<file path="config.mk">
export PLATFORM = sky130hd
export DESIGN_NAME = serial_addsub
export DESIGN_NICKNAME = d
export VERILOG_FILES = /design/src/rtl/alu_pkg.sv /design/src/rtl/addsub_digit.sv /design/src/rtl/serial_addsub.sv
export SDC_FILE = /design/constraint.sdc
export NUM_CORES = 1
export LEC_CHECK = 0
export BUFFER_PORTS_ARGS = -buffer_cell sky130_fd_sc_hd__buf_2
export CAP_MARGIN = 25
export CORE_UTILIZATION = 40
export CTS_CLUSTER_SIZE = 20
export DETAILED_ROUTE_END_ITERATION = 6
export GPL_TIMING_DRIVEN = 1
export HOLD_SLACK_MARGIN = 0.03
export SYNTH_ARGS = -nofsm -noshare
export SYNTH_HDL_FRONTEND = slang
export SYNTH_SLANG_ARGS = --single-unit
export TNS_END_PERCENT = 5
</file>
<file path="constraint.sdc">
create_clock -name clk -period 4.8 [get_ports clk]
set_input_delay 1.44 -clock clk [delete_from_list [all_inputs] [get_ports clk]]
set_output_delay 1.44 -clock clk [all_outputs]
set_load 0.01 [all_outputs]
</file>
<file path="src/rtl/alu_pkg.sv">
// Shared definitions for the serial add/subtract unit.
package alu_pkg;

    // Operation encodings on the op input
    localparam logic [1:0] OP_ADD = 2'b00;
    localparam logic [1:0] OP_SUB = 2'b01;
    localparam logic [1:0] OP_RSB = 2'b10;
    localparam logic [1:0] OP_ADC = 2'b11;

    // Control states
    typedef enum logic [1:0] {
        IDLE = 2'd0,
        BUSY = 2'd1,
        DONE = 2'd2
    } state_t;

    // Bit positions inside the {N,Z,C,V} flags vector
    localparam int unsigned FLAG_N = 3;
    localparam int unsigned FLAG_Z = 2;
    localparam int unsigned FLAG_C = 1;
    localparam int unsigned FLAG_V = 0;

endpackage

</file>
<file path="src/rtl/addsub_digit.sv">
// Combinational DIGIT-bit adder slice; also exposes the carry into its top bit.
module addsub_digit #(
    parameter int unsigned DIGIT = 8
) (
    input  logic [DIGIT-1:0] x,
    input  logic [DIGIT-1:0] y,
    input  logic             cin,
    output logic [DIGIT-1:0] sum,
    output logic             cout,
    output logic             c_msb_in
);

    logic [DIGIT:0] w_full;

    // Ripple sum of the slice with carry-in
    always_comb begin
        w_full   = {1'b0, x} + {1'b0, y} + {{DIGIT{1'b0}}, cin};
        sum      = w_full[DIGIT-1:0];
        cout     = w_full[DIGIT];
        // Sum bit = x ^ y ^ carry_in, so the top-bit carry-in falls out without a second adder
        c_msb_in = w_full[DIGIT-1] ^ x[DIGIT-1] ^ y[DIGIT-1];
    end

endmodule

</file>
<file path="src/rtl/serial_addsub.sv">
// Multi-cycle add/subtract unit: WIDTH-bit result produced DIGIT bits per cycle, NZCV flags.
module serial_addsub
    import alu_pkg::*;
#(
    parameter int unsigned WIDTH = 32,
    parameter int unsigned DIGIT = 8
) (
    input  logic             clk,
    input  logic             reset,
    input  logic             in_valid,
    output logic             in_ready,
    input  logic [WIDTH-1:0] a,
    input  logic [WIDTH-1:0] b,
    input  logic [1:0]       op,
    input  logic             cin,
    output logic             out_valid,
    input  logic             out_ready,
    output logic [WIDTH-1:0] result,
    output logic [3:0]       flags
);

    localparam int unsigned NCHUNK = WIDTH / DIGIT;
    localparam int unsigned CNT_W  = (NCHUNK > 1) ? $clog2(NCHUNK) : 1;
    localparam logic [CNT_W-1:0] LAST = CNT_W'(NCHUNK - 1);

    if ((DIGIT == 0) || ((WIDTH % DIGIT) != 0)) begin : g_bad_params
        $error("serial_addsub: WIDTH (%0d) must be a non-zero multiple of DIGIT (%0d)",
               WIDTH, DIGIT);
    end

    state_t           r_state;
    state_t           w_next_state;
    logic [WIDTH-1:0] r_x;
    logic [WIDTH-1:0] r_y;
    logic             r_carry;
    logic [CNT_W-1:0] r_cnt;
    logic [WIDTH-1:0] r_result;
    logic [3:0]       r_flags;

    logic [WIDTH-1:0] w_cap_x;
    logic [WIDTH-1:0] w_cap_y;
    logic             w_cap_c;
    logic [31:0]      w_base;
    logic [DIGIT-1:0] w_x_chunk;
    logic [DIGIT-1:0] w_y_chunk;
    logic [DIGIT-1:0] w_sum;
    logic             w_cout;
    logic             w_c_msb_in;
    logic [WIDTH-1:0] w_res_full;
    logic [3:0]       w_flags;

    // Operand preparation: subtraction is x + ~y + 1
    always_comb begin
        w_cap_x = a;
        w_cap_y = b;
        w_cap_c = 1'b0;
        case (op)
            OP_ADD: ;
            OP_SUB: begin
                w_cap_y = ~b;
                w_cap_c = 1'b1;
            end
            OP_RSB: begin
                w_cap_x = b;
                w_cap_y = ~a;
                w_cap_c = 1'b1;
            end
            OP_ADC: w_cap_c = cin;
            default: ;
        endcase
    end

    // Select the chunk addressed by the counter and merge its sum into the result
    always_comb begin
        w_base     = 32'(r_cnt) * DIGIT;
        w_x_chunk  = r_x[w_base +: DIGIT];
        w_y_chunk  = r_y[w_base +: DIGIT];
        w_res_full = r_result;
        w_res_full[w_base +: DIGIT] = w_sum;
    end

    addsub_digit #(
        .DIGIT (DIGIT)
    ) u_digit (
        .x        (w_x_chunk),
        .y        (w_y_chunk),
        .cin      (r_carry),
        .sum      (w_sum),
        .cout     (w_cout),
        .c_msb_in (w_c_msb_in)
    );

    // Flags from the completed result; only meaningful on the last chunk
    always_comb begin
        w_flags         = 4'b0000;
        w_flags[FLAG_N] = w_res_full[WIDTH-1];
        w_flags[FLAG_Z] = (w_res_full == '0);
        w_flags[FLAG_C] = w_cout;
        w_flags[FLAG_V] = w_c_msb_in ^ w_cout;
    end

    // Next-state and handshake outputs
    always_comb begin
        w_next_state = r_state;
        in_ready     = 1'b0;
        out_valid    = 1'b0;
        case (r_state)
            IDLE: begin
                in_ready = 1'b1;
                if (in_valid) w_next_state = BUSY;
            end
            BUSY: begin
                if (r_cnt == LAST) w_next_state = DONE;
            end
            DONE: begin
                out_valid = 1'b1;
                if (out_ready) w_next_state = IDLE;
            end
            default: w_next_state = IDLE;
        endcase
    end

    // State register
    always_ff @(posedge clk) begin
        if (reset) r_state <= IDLE;
        else       r_state <= w_next_state;
    end

    // Datapath: capture operands, then accumulate one chunk per BUSY cycle
    always_ff @(posedge clk) begin
        if (reset) begin
            r_x      <= '0;
            r_y      <= '0;
            r_carry  <= 1'b0;
            r_cnt    <= '0;
            r_result <= '0;
            r_flags  <= '0;
        end else begin
            case (r_state)
                IDLE: begin
                    if (in_valid) begin
                        r_x     <= w_cap_x;
                        r_y     <= w_cap_y;
                        r_carry <= w_cap_c;
                        r_cnt   <= '0;
                    end
                end
                BUSY: begin
                    r_result <= w_res_full;
                    r_carry  <= w_cout;
                    if (r_cnt == LAST) begin
                        r_cnt   <= '0;
                        r_flags <= w_flags;
                    end else begin
                        r_cnt <= r_cnt + 1'b1;
                    end
                end
                default: ;
            endcase
        end
    end

    assign result = r_result;
    assign flags  = r_flags;

endmodule
</file>
Word level (Yosys, flattened, before mapping)
Index checks and enable logic that the tools add are counted.

Register bits: 105. Bits of input ports: 71. Output and inout bits: 38.

Add/sub/neg operators: 4. Eq/ne operators: 9. Shifts and indexed selects: 4. Muxes and demuxes: 15. Bitwise logic cells: 5. Reductions and logical operators: 8.

Operators by type and width (number): inverter 32 bit (2); one-hot mux 32 bit (2 select lines) (1); variable part select 32 x 6 -> 8 bit (2); negator 5 -> 34 bit (1); variable shift 8 x 34 -> 32 bit (first input constant) (1); variable part select 8 x 34 -> 32 bit (1); bitwise mux 32 bit (1); zero test 32 bit (1); two-way mux 32 bit (1); two-way mux 2 bit (5); adder 8 x 8 -> 9 bit (1); adder 9 x 1 -> 9 bit (1); == test 2 bit (second input constant) (4); != test 2 bit (second input constant) (3); one-hot mux 2 bit (3 select lines) (1); AND reduction 2 bit (3); == test 2 x 1 -> 1 bit (second input constant) (2); one-hot mux 1 bit (2 select lines) (2); one-hot mux 2 bit (2 select lines) (1); two-way mux 1 bit (3); AND reduction 3 bit (1); XOR 1 bit (3); adder 2 x 1 -> 2 bit (second input constant) (1); zero test 2 bit (1); 2 further kinds (2).

Longest topological paths before layout
Depth after elaboration: 6. Gate-level depth with buffers: 11. Gate-level depth less buffers: 9.

Cells and area by module
Synthesis repeated with hierarchy kept, for this count alone.

Cell total of the unflattened synthesis: 620. Area total of the unflattened synthesis: 5585.4 um^2.

Modules (own cells, without submodules): serial_addsub (times used 1, cells each 576, area each 5208.7 um^2, seq. area each 2102.0 um^2); addsub_digit (times used 1, cells each 44, area each 376.6 um^2, seq. area each 0.0 um^2).

Worst setup path before layout
OpenSTA, ideal clock, no wires.

Path kind: register to register. From: register r_cnt[0]. To: register r_flags[2] (netlist: flags[2]). Library setup time: 0.118 ns. Arrival time: 3.690 ns. Data required time: 4.682 ns. Slack: 0.992 ns. Cell stages (with the launch flop): 12. Buffers on the path: 2. Period minus slack after synthesis: 3.808 ns. Cells stage by stage: dfxtp_1 -> buf_2 -> buf_1 -> mux4_2 -> fa_1 -> fa_1 -> a211oi_1 -> o21ai_0 -> a211oi_1 -> nor3_1 -> o221ai_1 -> o21ai_1.

Longest elaborated chain between the ends: 6. Elaborated cells on any way between the ends: 11. Classes of those cells: add/sub: 3; eq/ne: 1; shift: 4; mux: 1; reduce/logical: 2.

RTL lines: start: declaration (line serial_addsub.sv:36) `logic [CNT_W-1:0] r_cnt;`; start signal: assignment (line serial_addsub.sv:155) `r_cnt <= r_cnt + 1'b1;`; variable part select 32 x 6 -> 8 bit (on tied branches) (line serial_addsub.sv:76, serial_addsub.sv:77); adder 8 x 8 -> 9 bit (line addsub_digit.sv:17) `w_full = {1'b0, x} + {1'b0, y} + {{DIGIT{1'b0}}, cin};`; adder 9 x 1 -> 9 bit (line addsub_digit.sv:17); variable part select 8 x 34 -> 32 bit (line serial_addsub.sv:79) `w_res_full[w_base +: DIGIT] = w_sum;`; bitwise mux 32 bit (line serial_addsub.sv:79); zero test 32 bit (line serial_addsub.sv:97) `w_flags[FLAG_Z] = (w_res_full == '0);`; end signal: assignment (line serial_addsub.sv:153) `r_flags <= w_flags;`; end: declaration (line serial_addsub.sv:38) `logic [3:0] r_flags;`.

Several ways; a longest one is shown, not always the timed one. A chain may end at the register's enable or synchronous reset.

Worst setup path after layout
From: register r_cnt[0]. To: register r_flags[0] (netlist: flags[0]).

Longest elaborated chain between the ends: 6. Elaborated cells on any way between the ends: 9. Classes of those cells: add/sub: 2; eq/ne: 1; shift: 2; bitwise: 3; reduce/logical: 1.

RTL lines: variable part select 32 x 6 -> 8 bit (on tied branches) (line serial_addsub.sv:76, serial_addsub.sv:77); adder 8 x 8 -> 9 bit (line addsub_digit.sv:17); adder 9 x 1 -> 9 bit (line addsub_digit.sv:17); XOR 1 bit (2 in a row) (line addsub_digit.sv:21) `c_msb_in = w_full[DIGIT-1] ^ x[DIGIT-1] ^ y[DIGIT-1];`; XOR 1 bit (line serial_addsub.sv:99) `w_flags[FLAG_V] = w_c_msb_in ^ w_cout;`.

Several ways; a longest one is shown, not always the timed one.

==> impl_metrics.json <==
{
  "run_status": "complete, no violations",
  "cp_slowest_cell": "dfxtp_1",
  "period_share": 0.7668,
  "synth_edf_count": 0,
  "dp_hpwl_um": 11660,
  "ys_types": 47,
  "grt_overflow": 0,
  "startpoint": "r_cnt[0]$_SDFFE_PP0P_",
  "area_growth_syn_to_layout_pct": 17.30,
  "rsz0062_at_grt": "no",
  "dr_total_vias": 5115,
  "place.gp.congestion": 0.8976,
  "placed_cell_area_mm2": 0.006208,
  "synthCells": 608,
  "grt_pass1_vias": 4840,
  "postRouteWirelength_um": 15840,
  "synth-seq-cells": 105,
  "tns_ps": 0,
  "htree_num_levels": 3,
  "cpPeakStageDelay_ps": 710,
  "crit_end": "flags[0]$_SDFFE_PP0P_",
  "vias_per_cell": 5.879,
  "cts_buffers": 9,
  "syn_nets": 698,
  "worst-path-max-fanout": 15,
  "yosysWarnings": 0,
  "synth.avg_cell_area_um2": 9.125,
  "fill_cells": 1313,
  "die_h_um": 119.8,
  "reg2reg_from": "r_cnt[0]$_SDFFE_PP0P_",
  "cts_tree": "yes",
  "min_period_ps": 3681,
  "fin_worst_skew_ps": 6.136,
  "final_area_mm2": 0.006507,
  "grt_first_pass_wirelength_um": 25210,
  "setup_violations": 0,
  "hold_viol_final": 0,
  "synth_top_area_cell": "dfxtp_1",
  "cts.sinks": 105,
  "die_w_um": 119.8,
  "crit_chain": "buf_4, mux4_2, ha_1, or3_1, a21oi_1, or2_2, xnor3_1, or4_1, nand3_1",
  "cp.arrival_ps": 3980,
  "end_kind": "flip-flop",
  "synth.area.top_cells": "dfxtp_1 38%, mux4_2 6.5%, mux2i_1 6.0%",
  "peakVddDrop_mv": 0.1891,
  "hold_class": "flip-flop to flip-flop",
  "fp.dieArea_mm2": 0.01434,
  "power_density_mw_per_mm2": 323.1,
  "r2r_end": "flags[0]$_SDFFE_PP0P_",
  "start_kind": "flip-flop",
  "holdWs_ps": 447.8,
  "io_buffers": 108,
  "cts.path.max_buffers": 2,
  "antenna_found_initial": 0,
  "async_flop_share": 0,
  "yosysSeqAreaShare": 0.3789,
  "path_depth": 9,
  "r2r_slack_ps": 1120,
  "fp.coreArea_mm2": 0.01340,
  "routedWlPerCell_um": 18.20,
  "crit_family": "simple AND/OR/NAND/NOR gates",
  "grt_start_max_net_pins": 107,
  "maxSlewHeadroom": 0.2954,
  "nets": 781,
  "clock_latency_ps": 350,
  "path_buf_inv": 1,
  "r2r_cells": 9,
  "post_cts_buffers": 0,
  "syn_area_mm2": 0.005548,
  "holdBufCountCts": 0,
  "layout-drive-gt1-share": 0.2320,
  "clockRootBuffer": "clkbuf_16",
  "tightest_slew_ps": 1056,
  "drt_first_iter_violations": 281,
  "cp.required_ps": 5100,
  "start_util": 0.4140,
  "maxSlewViolCount": 0,
  "diodes": 0,
  "io_pins": 109,
  "netlist.area_leader.share": 0.3789,
  "drc_errors": 0,
  "synthFlopType": "dfxtp_1",
  "post_cts_resized": 0,
  "min_from": "r_y[26]$_SDFFE_PP0P_",
  "firstDrtPassIters": 5,
  "power_leakage_nw": 2.516,
  "fp-row-count": 42,
  "grt_usage": 0.2256,
  "clkSlewWorstSetupHoldPaths_ps": 70,
  "antenna_left": 0,
  "fmax_mhz": 271.7,
  "path_class": "flip-flop to flip-flop",
  "maxCapViolations": 0
}
## cells in the mapped netlist, drive strengths merged, types with 2 or more instances
master    n
a211o     2
a211oi   36
a21o      3
a21oi    50
a221oi    2
a22oi    32
a31oi     2
and2      2
buf      11
clkbuf   40
dfxtp   105
fa        2
ha       17
inv      10
mux2i    33
mux4     16
nand2    42
nand2b    5
nand3     3
nand3b    3
nor2     71
nor2b     4
nor3     11
nor4     10
nor4b     2
o211ai   32
o21a      4
o21ai    10
o221ai   33
or3       2
or4       2
xnor2     2
## per-stage QoR
| stage | total power [mW] | cells | util | worst slack, ps |
|---|---|---|---|---|
| after floorplan | 1.289 | 608 | - | 992.0 |
| after global placement | 1.438 | 853 | 0.4629 | 1206 |
| after detailed placement | 1.450 | 854 | 0.4633 | 1117 |
| after CTS | 2.106 | 868 | 0.4821 | 1112 |
| after global routing | 2.197 | 870 | 0.4856 | 871.8 |
| final | 2.103 | 870 | 0.4856 | 1119 |
## placed cells by master, fill, tap and decap left out, types with 3 or more instances in the layout
cell type  netlist  routed
mux4_2          16      16
nand2_1         42      42
o221ai_1        33      33
dfxtp_1        105     105
nand3_1          3       3
nor2_1          71      71
nor4_1           9       9
nor2b_1          4       4
a211oi_1        36      36
buf_4            0      12
nand3b_1         3       3
a21o_1           3       3
clkbuf_16        0       9
a22oi_1         32      32
clkinv_2         0       3
o21ai_1          3       3
nand2b_1         5       5
mux2i_1         33      33
a21oi_1         49      49
o21a_1           4       4
o21ai_0          7       7
inv_1           10      10
buf_2            2     109
nor3_1          11      11
ha_1            17      15
o211ai_1        32      32
## final cells by class
cell class,instances,area (µm²),share of cell area
multi-input combinational,442,3213,0.4938
sequential,105,2102,0.3230
clock inverter,4,22.52,0.003461
tap,176,220.2,0.03384
clock buffer,10,229.0,0.03519
timing repair buffer,123,683.2,0.1050
inverter,10,37.54,0.005768
## registers in the layout, indices dropped and copies added, names as in the netlist
register  cells
r_cnt         2
r_x          32
r_carry       1
flags         4
r_y          32
r_state       2
result       32
## worst reg2reg max path: stages (launching register included)
cell	delay, ps
dfxtp_1	710
buf_4	360
mux4_2	530
ha_1	420
or3_1	410
a21oi_1	210
or2_2	160
xnor3_1	320
or4_1	410
nand3_1	90
## worst min path at each step
stage,slack (ps),depth (start not counted),endpoint
floorplan,430,2,r_y[10]$_SDFFE_PP0P_
global placement,440,2,r_y[24]$_SDFFE_PP0P_
detailed placement,440,2,r_y[26]$_SDFFE_PP0P_
CTS,450,2,r_y[26]$_SDFFE_PP0P_
global route,470,2,r_y[26]$_SDFFE_PP0P_
finish,450,2,r_y[26]$_SDFFE_PP0P_
## cell families (layout without fill, tap and decap cells)
group	count (synthesis)	after routing	share of synthesized area
AO/OA/AOI/OAI	211	211	0.2673
XOR/XNOR	4	4	0.008796
AND/OR/NAND/NOR	159	159	0.1319
flip-flops	105	105	0.3789
buffers and inverters	61	147	0.04308
multiplexers	49	49	0.1245
adder cells (fa/ha/maj)	19	19	0.04556
## per-layer routing
layer,part of all wire,up-vias,GRT usage
met1,0.47,2476,0.3049
li1,-,2493,-
met2,0.48,131,0.3707
met4,0.012,0,0.06719
met3,0.037,15,0.03470
met5,0,-,0
## power by group
| part | switching (mW) | internal, mW | total (mW) |
|---|---|---|---|
| Sequential | 0.0410 | 0.923 | 0.964 |
| Clock | 0.319 | 0.343 | 0.663 |
| Combinational | 0.279 | 0.196 | 0.476 |
(Power assumes the default switching activity.)
